[src/rtl/program_sequencer_pkg.sv]
// Shared definitions for the program sequencer and its return stack.
// Contents:
//   OPCODE_W      opcode field width of a program word
//   OPERAND_LSB   operand field position (LSB-aligned in the word)
//   instruction_t ICU opcode set (opcode field sits MSB-aligned above the operand)
//   ST_RUN/ST_HALT sequencer FSM state constants
package program_sequencer_pkg;

  localparam int OPCODE_W    = 4;
  localparam int OPERAND_LSB = 0;

  typedef enum logic [OPCODE_W-1:0] {
    OP_NOPO = 4'h0,
    OP_LD   = 4'h1,
    OP_LDC  = 4'h2,
    OP_AND  = 4'h3,
    OP_ANDC = 4'h4,
    OP_OR   = 4'h5,
    OP_ORC  = 4'h6,
    OP_XNOR = 4'h7,
    OP_STO  = 4'h8,
    OP_STOC = 4'h9,
    OP_IEN  = 4'hA,
    OP_OEN  = 4'hB,
    OP_JMP  = 4'hC,
    OP_RTN  = 4'hD,
    OP_SKZ  = 4'hE,
    OP_NOPF = 4'hF
  } instruction_t;

  localparam logic [0:0] ST_RUN  = 1'b0;
  localparam logic [0:0] ST_HALT = 1'b1;

  // Opcode LSB position for a given operand width (opcode is MSB-aligned).
  function automatic int opcode_lsb(input int addr_w);
    return addr_w;
  endfunction

endpackage

[src/rtl/program_sequencer_return_stack.sv]
// LIFO of return addresses for subroutine calls.
// Ports:
//   clk, rst   clock and synchronous active-low reset (clears occupancy only)
//   push, pop  requests; push wins if both are raised in the same cycle
//   din        address to push
//   dout       top-of-stack entry (zero when empty), combinational
//   sp         number of valid entries, 0..DEPTH
//   overflow   push requested while full; the push is dropped
//   underflow  pop requested while empty; nothing changes
module return_stack
  import program_sequencer_pkg::*;
#(
  parameter int DEPTH  = 4,
  parameter int ADDR_W = 8,
  localparam int SP_W  = $clog2(DEPTH + 1)
) (
  input  logic              clk,
  input  logic              rst,
  input  logic              push,
  input  logic              pop,
  input  logic [ADDR_W-1:0] din,
  output logic [ADDR_W-1:0] dout,
  output logic [SP_W-1:0]   sp,
  output logic              overflow,
  output logic              underflow
);

  logic [ADDR_W-1:0] mem [DEPTH];
  logic              full;
  logic              empty;

  assign full      = (sp == SP_W'(DEPTH));
  assign empty     = (sp == '0);
  assign overflow  = push & full;
  assign underflow = pop & ~push & empty;

  always_ff @(posedge clk) begin
    if (!rst) begin
      sp <= '0;
    end else if (push) begin
      if (!full) sp <= sp + SP_W'(1);
    end else if (pop && !empty) begin
      sp <= sp - SP_W'(1);
    end
  end

  // Entry i is written when sp==i, i.e. it becomes the new top.
  always_ff @(posedge clk) begin
    for (int i = 0; i < DEPTH; i++) begin
      if (push && !full && (sp == SP_W'(i))) mem[i] <= din;
    end
  end

  // Top of stack lives at index sp-1; a compare loop avoids an
  // out-of-range index when the stack is empty.
  always_comb begin
    dout = '0;
    for (int i = 0; i < DEPTH; i++) begin
      if (sp == SP_W'(i + 1)) dout = mem[i];
    end
  end

endmodule

[src/rtl/program_sequencer.sv]
// Fetch/sequencing stage feeding the ICU.
// Holds the PC (driven out as the ROM address), splits the fetched word into
// opcode (to the ICU) and operand (to the I/O decoder), and reacts to the
// ICU's decoded flags: JMP (with call when preceded by NOPO), RTN through a
// return stack, NOPF halt and resume on run.
// Ports:
//   clk, rst     clock, synchronous active-low reset
//   prog_addr    ROM address (= PC)
//   prog_data    asynchronous ROM word {opcode, operand}
//   instruction  opcode field, combinational
//   io_addr      operand field, combinational
//   jmp, rtn, flag_o, flag_f  ICU flags for the word currently at the PC
//   rr_in        ICU result register, used by SKZ shadowing
//   run          resume request while halted
//   halted       high in HALT state (this is the FSM state output)
//   stack_err    sticky return-stack overflow/underflow
//   sp           return-stack occupancy
module program_sequencer
  import program_sequencer_pkg::*;
#(
  parameter int ADDR_W = 8,
  parameter int DEPTH  = 4
) (
  input  logic                         clk,
  input  logic                         rst,
  output logic [ADDR_W-1:0]            prog_addr,
  input  logic [OPCODE_W+ADDR_W-1:0]   prog_data,
  output instruction_t                 instruction,
  output logic [ADDR_W-1:0]            io_addr,
  input  logic                         jmp,
  input  logic                         rtn,
  input  logic                         flag_o,
  input  logic                         flag_f,
  input  logic                         rr_in,
  input  logic                         run,
  output logic                         halted,
  output logic                         stack_err,
  output logic [$clog2(DEPTH+1)-1:0]   sp
);

  localparam int OPCODE_LSB = opcode_lsb(ADDR_W);

  logic [ADDR_W-1:0] pc, pc_next, pc_inc;
  logic [0:0]        state, state_next;
  logic              skip_q, call_q;
  logic              acc, skip_d;
  logic              take_halt, take_jmp, take_rtn;
  logic              stk_push, stk_pop;
  logic [ADDR_W-1:0] stk_dout;
  logic              stk_overflow, stk_underflow;

  assign prog_addr   = pc;
  assign instruction = instruction_t'(prog_data[OPCODE_LSB +: OPCODE_W]);
  assign io_addr     = prog_data[OPERAND_LSB +: ADDR_W];
  assign halted      = (state == ST_HALT);
  assign pc_inc      = pc + ADDR_W'(1);

  // Flags describe the word at the PC; they are acted on only when that
  // word is live: running, and not the word the ICU is skipping.
  assign acc       = (state == ST_RUN) && !skip_q;
  assign take_halt = acc && flag_f;
  assign take_jmp  = acc && !flag_f && jmp;
  assign take_rtn  = acc && !flag_f && !jmp && rtn;
  assign stk_push  = take_jmp && call_q;
  assign stk_pop   = take_rtn;

  // The ICU skips the word after RTN and after SKZ with rr==0; mirror it.
  assign skip_d = acc && ((instruction == OP_RTN) ||
                          ((instruction == OP_SKZ) && !rr_in));

  always_comb begin
    pc_next    = pc_inc;
    state_next = state;
    if (state == ST_HALT) begin
      pc_next = run ? pc_inc : pc;
      if (run) state_next = ST_RUN;
    end else if (take_halt) begin
      pc_next    = pc;
      state_next = ST_HALT;
    end else if (take_jmp) begin
      pc_next = io_addr;
    end else if (take_rtn) begin
      // An empty-stack return just falls through to the next word.
      pc_next = stk_underflow ? pc_inc : stk_dout;
    end
  end

  always_ff @(posedge clk) begin
    if (!rst) begin
      pc        <= '0;
      state     <= ST_RUN;
      skip_q    <= 1'b0;
      call_q    <= 1'b0;
      stack_err <= 1'b0;
    end else begin
      pc        <= pc_next;
      state     <= state_next;
      skip_q    <= skip_d;
      call_q    <= acc && flag_o;
      stack_err <= stack_err | stk_overflow | stk_underflow;
    end
  end

  return_stack #(
    .DEPTH  (DEPTH),
    .ADDR_W (ADDR_W)
  ) u_return_stack (
    .clk       (clk),
    .rst       (rst),
    .push      (stk_push),
    .pop       (stk_pop),
    .din       (pc_inc),
    .dout      (stk_dout),
    .sp        (sp),
    .overflow  (stk_overflow),
    .underflow (stk_underflow)
  );

endmodule

[config.mk]
export PLATFORM = sky130hd
export DESIGN_NAME = program_sequencer
export DESIGN_NICKNAME = d
export VERILOG_FILES = /design/src/rtl/program_sequencer_pkg.sv /design/src/rtl/program_sequencer_return_stack.sv /design/src/rtl/program_sequencer.sv
export SDC_FILE = /design/constraint.sdc
export NUM_CORES = 1
export LEC_CHECK = 0
export BUFFER_PORTS_ARGS = -buffer_cell sky130_fd_sc_hd__buf_2
export CAP_MARGIN = 5
export CORE_MARGIN = 4
export CORE_UTILIZATION = 40
export CTS_CLUSTER_SIZE = 12
export DETAILED_ROUTE_END_ITERATION = 10
export SETUP_SLACK_MARGIN = 0.05
export SLEW_MARGIN = 20
export SYNTH_ARGS = -nofsm -noshare
export SYNTH_HDL_FRONTEND = slang
export SYNTH_SLANG_ARGS = --single-unit
[constraint.sdc]
create_clock -name clk -period 3.49 [get_ports clk]
set_clock_uncertainty 0.1 [all_clocks]
set_input_delay 0.5235 -clock clk [delete_from_list [all_inputs] [get_ports clk]]
set_output_delay 0.5235 -clock clk [all_outputs]
set_load 0.01 [all_outputs]
Word level (Yosys, flattened, before mapping)
Memory sizes are Yosys's and may differ from the RTL's.
Cells that the tools add are included.
{"block": "word_totals", "regBits": 15, "ram_bits": 32, "inputBits": 20, "word_cells": 89, "memories": 1}
{"name": "u_return_stack.mem", "depth": 4, "word_bits": 8, "rd": 4, "rd_clocked_by_memory_dff": 0, "wr": 1, "line_no": "program_sequencer_return_stack.sv:28", "rtl": "logic [ADDR_W-1:0] mem [DEPTH];"}
{"block": "op_classes", "add_sub_neg": 3, "eq_ne": 9, "mux": 33, "bitwise": 7, "reduce_logical": 30}
{"operator": "2-to-1 mux 8 bit", "count": 13}
{"operator": "OR reduction 8 bit", "count": 3}
{"operator": "logical AND 1 bit", "count": 16}
{"operator": "2-to-1 mux 1 bit", "count": 14}
{"operator": "2-to-1 mux 3 bit", "count": 3}
{"operator": "adder 8 x 1 -> 8 bit, second input constant", "count": 1}
{"operator": "equality test 4 bit, second input constant", "count": 2}
{"operator": "equality test 3 x 2 -> 1 bit, second input constant", "count": 2}
{"operator": "zero test 1 bit", "count": 6}
{"operator": "2-to-1 mux 2 bit", "count": 3}
{"operator": "inequality test 2 bit, second input constant", "count": 3}
{"operator": "AND reduction 2 bit", "count": 2}
{"operator": "adder 3 x 1 -> 3 bit, second input constant", "count": 1}
{"operator": "bitwise AND 1 bit", "count": 3}
{"operator": "equality test 3 x 1 -> 1 bit, second input constant", "count": 1}
{"operator": "equality test 3 bit, second input constant", "count": 1}
{"operator": "zero test 3 bit", "count": 1}
{"operator": "subtractor 3 x 1 -> 3 bit, second input constant", "count": 1}
{"operator": "NOT 1 bit", "count": 2}
{"operator": "OR 1 bit", "count": 2}
{"operator": "nonzero test 2 bit", "count": 1}
{"operator": "logical OR 1 bit", "count": 1}

Longest topological paths before layout
{"block": "depth", "depth_word": 13, "mapped_depth": 9, "mapped_depth_nobuf": 7}

Cells and area by module
A second synthesis with hierarchy kept.
{"block": "unflattened", "cells_unflattened": 243, "area_unflattened_um2": 2523.7}
{"mod": "return_stack", "instances": 1, "cells_each": 117, "area_per_inst_um2": 1592.8}
{"mod": "program_sequencer", "instances": 1, "cells_each": 126, "area_per_inst_um2": 930.9}

Least setup slack after synthesis
Ideal clock, no wire load.
{"block": "synth_timing", "path_type": "reg-to-reg", "startpoint": "reg u_return_stack.sp[2]", "endpoint": "reg pc[5], in the netlist prog_addr[5]", "arrival_ns": 1.919, "required_time_ns": 3.320, "setup_slack_ns": 1.401, "stages_incl_launch_ff": 9, "period_less_slack_ns": 2.089, "cell_sequence": "dfxtp_1 > buf_6 > inv_1 > ha_1 > nor4b_4 > a222oi_1 > a221oi_1 > o21ai_0 > a21oi_1"}
{"block": "synth_between", "elab_chain_cells": 10, "elab_cells_between_ends": 15, "classes_between": "4 x eq/ne; 9 x mux; 1 x bitwise; 1 x reduce/logical"}
{"item": "from (decl)", "line_no": "program_sequencer_return_stack.sv:23", "rtl": "output logic [SP_W-1:0] sp,"}
{"item": "from (signal assigned)", "line_no": "program_sequencer_return_stack.sv:41", "rtl": "if (!full) sp <= sp + SP_W'(1);"}
{"item": "from (signal assigned)", "line_no": "program_sequencer_return_stack.sv:43", "rtl": "sp <= sp - SP_W'(1);"}
{"item": "equality test 3 x 1 -> 1 bit", "line_no": "program_sequencer_return_stack.sv:59", "rtl": "if (sp == SP_W'(i + 1)) dout = mem[i];"}
{"item": "2-to-1 mux 8 bit (4 in series)", "line_no": "program_sequencer_return_stack.sv:59"}
{"item": "2-to-1 mux 8 bit (*)", "line_no": "program_sequencer.sv:84", "rtl": "pc_next = stk_underflow ? pc_inc : stk_dout;"}
{"item": "2-to-1 mux 8 bit (*)", "line_no": "program_sequencer.sv:82", "rtl": "end else if (take_rtn) begin"}
{"item": "2-to-1 mux 8 bit (*)", "line_no": "program_sequencer.sv:80", "rtl": "end else if (take_jmp) begin"}
{"item": "2-to-1 mux 8 bit (*)", "line_no": "program_sequencer.sv:77", "rtl": "end else if (take_halt) begin"}
{"item": "2-to-1 mux 8 bit (*)", "line_no": "program_sequencer.sv:74", "rtl": "if (state == ST_HALT) begin"}
{"item": "to (signal assigned)", "line_no": "program_sequencer.sv:96", "rtl": "pc <= pc_next;"}
{"item": "to (decl)", "line_no": "program_sequencer.sv:43", "rtl": "logic [ADDR_W-1:0] pc, pc_next, pc_inc;"}
Every way passes the cells marked *; elsewhere a longest branch is shown, timed or not. The select of a mux whose other input is x is not followed.
A chain may end at the register's enable or synchronous reset.

Final worst setup path
Same ends and word-level chain as after synthesis.

==> metrics.txt <==
CTS H-Tree Depth 2; Vias/cell 5.69; status finished clean; Post-Layout Cell Count 337; first-pass GRT wire length 9.47 mm; initial antenna violation count 0; clock sink count 47; Fmax achieved 381 MHz; die width 87.1 um; Mapped Cells 231; Initial Utilization 0.417; drt total wl 5.90 mm; # DRC 0; Detail Route Antenna Nets 0; post-cts sizing count 0; Row Count 28; placed instance count 329; clk root buf clkbuf_8; RSZ-0062 raised after global routing false; Yosys cell types 51; Worst-Margin Slew 0.773 ns; DP HPWL 4.43 mm; vias 1,916; Clk Latency, worst-skew pair 0.31 ns; Final min period 2.63 ns; setup_tns 0 ns; Primary FF master, synth edfxtp_1; CP max stage cell a221oi_1; Static Leak 1.00 nW; CP endpoint kind flip-flop; vias in the first global route 1,819; Synth Net Count 258; crit path DAT 2.77 ns; relative max-transition margin 0.485; Longest Clk Path Bufs 2; Setup Fix Bufs, Post-CTS 0; number of diodes 0; nets@finish 288; area of the core 0.00599 mm^2; Post-synth ARST share 0; setup slack at placement 0.893 ns; Synth Register Bits 47; CTS Buf Count 5; grt ovf 0; Routed WL per cell 17.5 um; Mapped Avg Cell Area 10.8 um^2; largest net degree at the start of global routing 24; die height 87.1 um; worst hold path class input pin to flip-flop; Worst VDD drop 0.190 mV; Final Hold Viols 0; crit share post-route 0.753; Setup CP Type flip-flop to flip-flop; WP data required 3.63 ns; Max Cap Viol 0; Post-synth EDFFs 32; CTS clk-pin slew, worst paths 0.09 ns; critical path's largest stage delay 0.48 ns; # port buffers 44; Crit Path Max Fanout 20; CTS tree done; DR pass1 iterations 4; DR iter-0 viols 242; CTS Hold Buffers Added 0; CP Launch Type flip-flop; synthesis-to-finish area growth 9.86%; ratio of cells with drive above 1 in the final layout 0.237; Die Area 0.00758 mm^2; yosys warns 0; Seq/Total Area, Yosys 0.505; gpl congestion 0.880; Slew Viols, Final 0; # setup viols final 0; synthesized cell area 0.00250 mm^2; Fill cells 570; io pins 45; GRT Total Usage 0.164; Final WS setup 0.863 ns; CP cell instances buf_4, inv_1, ha_1, nor4b_4, a222oi_1, a221oi_1, o21ai_0, a21oi_1; PwrDens 399 mW/mm^2
[final timing paths]
kind	start	end	cells past startpoint	slack [ns]
hold / removal	prog_data[11]	skip_q	3	0.35
setup reg to reg	u_return_stack.sp[2]	prog_addr[5]	8	0.86
setup / recovery	u_return_stack.sp[2]	prog_addr[5]	8	0.86
hold reg to reg	stack_err	stack_err	2	0.37
[state kept, by name, summed over array words and instances, names as in the netlist]
signal              count
u_return_stack.sp       3
skip_q                  1
prog_addr               8
halted                  1
u_return_stack.mem     32
call_q                  1
stack_err               1
[cells in the mapped netlist (2+ instances only)]
cell type	count	area, um^2
xor2_1	5	43.8
nand2b_1	2	12.5
inv_1	7	26.3
buf_4	12	90.1
o221ai_1	3	26.3
mux2i_1	3	30.0
a21oi_1	16	80.1
o21a_1	3	22.5
a211oi_1	3	22.5
buf_6	5	56.3
nor4b_4	2	47.6
and3_1	2	12.5
a32oi_1	2	17.5
o21ai_0	13	65.1
nand2_1	22	82.6
nand3b_1	3	22.5
nor2_1	14	52.6
and2_1	5	31.3
nand3_1	6	30.0
dfxtp_1	15	300
a22oi_1	3	22.5
a221oi_1	8	70.1
clkbuf_1	4	15.0
ha_1	7	87.6
nor3_1	3	15.0
o31ai_1	2	15.0
xnor2_1	3	26.3
edfxtp_1	32	961
a222oi_1	3	30.0
o211ai_1	2	15.0
[metrics by stage]
stage / cell area (um^2) / hold WS [ns] / util / total power, mW
floorplan: 2500 / 0.402 / - / 0.722
global placement: 2660 / 0.351 / 0.443 / 0.765
detailed placement: 2660 / 0.353 / 0.443 / 0.766
CTS: 2750 / 0.350 / 0.458 / 1.11
global route: 2750 / 0.353 / 0.458 / 1.15
finish: 2750 / 0.351 / 0.458 / 1.10
[cell type report]
| class | instances | area (um^2) | share of cell area |
|---|---|---|---|
| well taps | 75 | 93.8 | 0.0342 |
| inverters | 8 | 30.0 | 0.0109 |
| repair buffers | 45 | 228 | 0.0829 |
| multi-input cells | 154 | 1040 | 0.379 |
| clock inverters | 3 | 22.5 | 0.00820 |
| flip-flops and latches | 47 | 1260 | 0.459 |
| clock buffers | 5 | 68.8 | 0.0251 |
[cell families after synthesis]
| group | after synthesis | share of synthesized area |
|---|---|---|
| AND/OR/NAND/NOR | 66 | 0.144 |
| flip-flops | 47 | 0.505 |
| XOR/XNOR | 8 | 0.0280 |
| adder cells (fa/ha/maj) | 7 | 0.0350 |
| buffers and inverters | 30 | 0.0786 |
| AO/OA/AOI/OAI | 70 | 0.198 |
| multiplexers | 3 | 0.0120 |
[critical path: cells and delay by family, from the launching register on]
family                     cells  cell delay (ns)
and+or+nand+nor                1             0.43
AOI/OAI and AO/OA              4             0.93
DFF                            1             0.32
adders and majority gates      1             0.41
buffers and inverters          2             0.38
[metal layers]
layer / vias up / part of all wire / global-route usage
li1: 928 / - / -
met1: 918 / 0.46 / 0.228
met2: 66 / 0.48 / 0.264
met3: 4 / 0.054 / 0.0331
met4: 0 / 0.0056 / 0.0382
met5: - / 0 / 0
[power breakdown]
| part | leakage (nW) | internal, mW | switching [mW] |
|---|---|---|---|
| clock network | 0.0489 | 0.145 | 0.198 |
| logic | 0.536 | 0.0493 | 0.0736 |
| registers | 0.419 | 0.611 | 0.0191 |
| total | 1.00 | 0.805 | 0.291 |
[layout by cell type (no fill, tap or decap), types with 2 or more instances in the layout]
| master | n |
|---|---|
| a211oi_1 | 3 |
| a21oi_1 | 16 |
| a221oi_1 | 8 |
| a222oi_1 | 3 |
| a22oi_1 | 3 |
| a32oi_1 | 2 |
| and2_1 | 5 |
| and3_1 | 2 |
| buf_2 | 44 |
| clkbuf_8 | 5 |
| dfxtp_1 | 15 |
| edfxtp_1 | 32 |
| ha_1 | 7 |
| inv_1 | 7 |
| inv_6 | 2 |
| mux2i_1 | 3 |
| nand2_1 | 22 |
| nand2b_1 | 2 |
| nand3_1 | 6 |
| nand3b_1 | 3 |
| nor2_1 | 14 |
| nor3_1 | 3 |
| nor4b_4 | 2 |
| o211ai_1 | 2 |
| o21a_1 | 3 |
| o21ai_0 | 13 |
| o221ai_1 | 3 |
| o31ai_1 | 2 |
| xnor2_1 | 3 |
| xor2_1 | 5 |
Power figures use the tool's default switching activity.
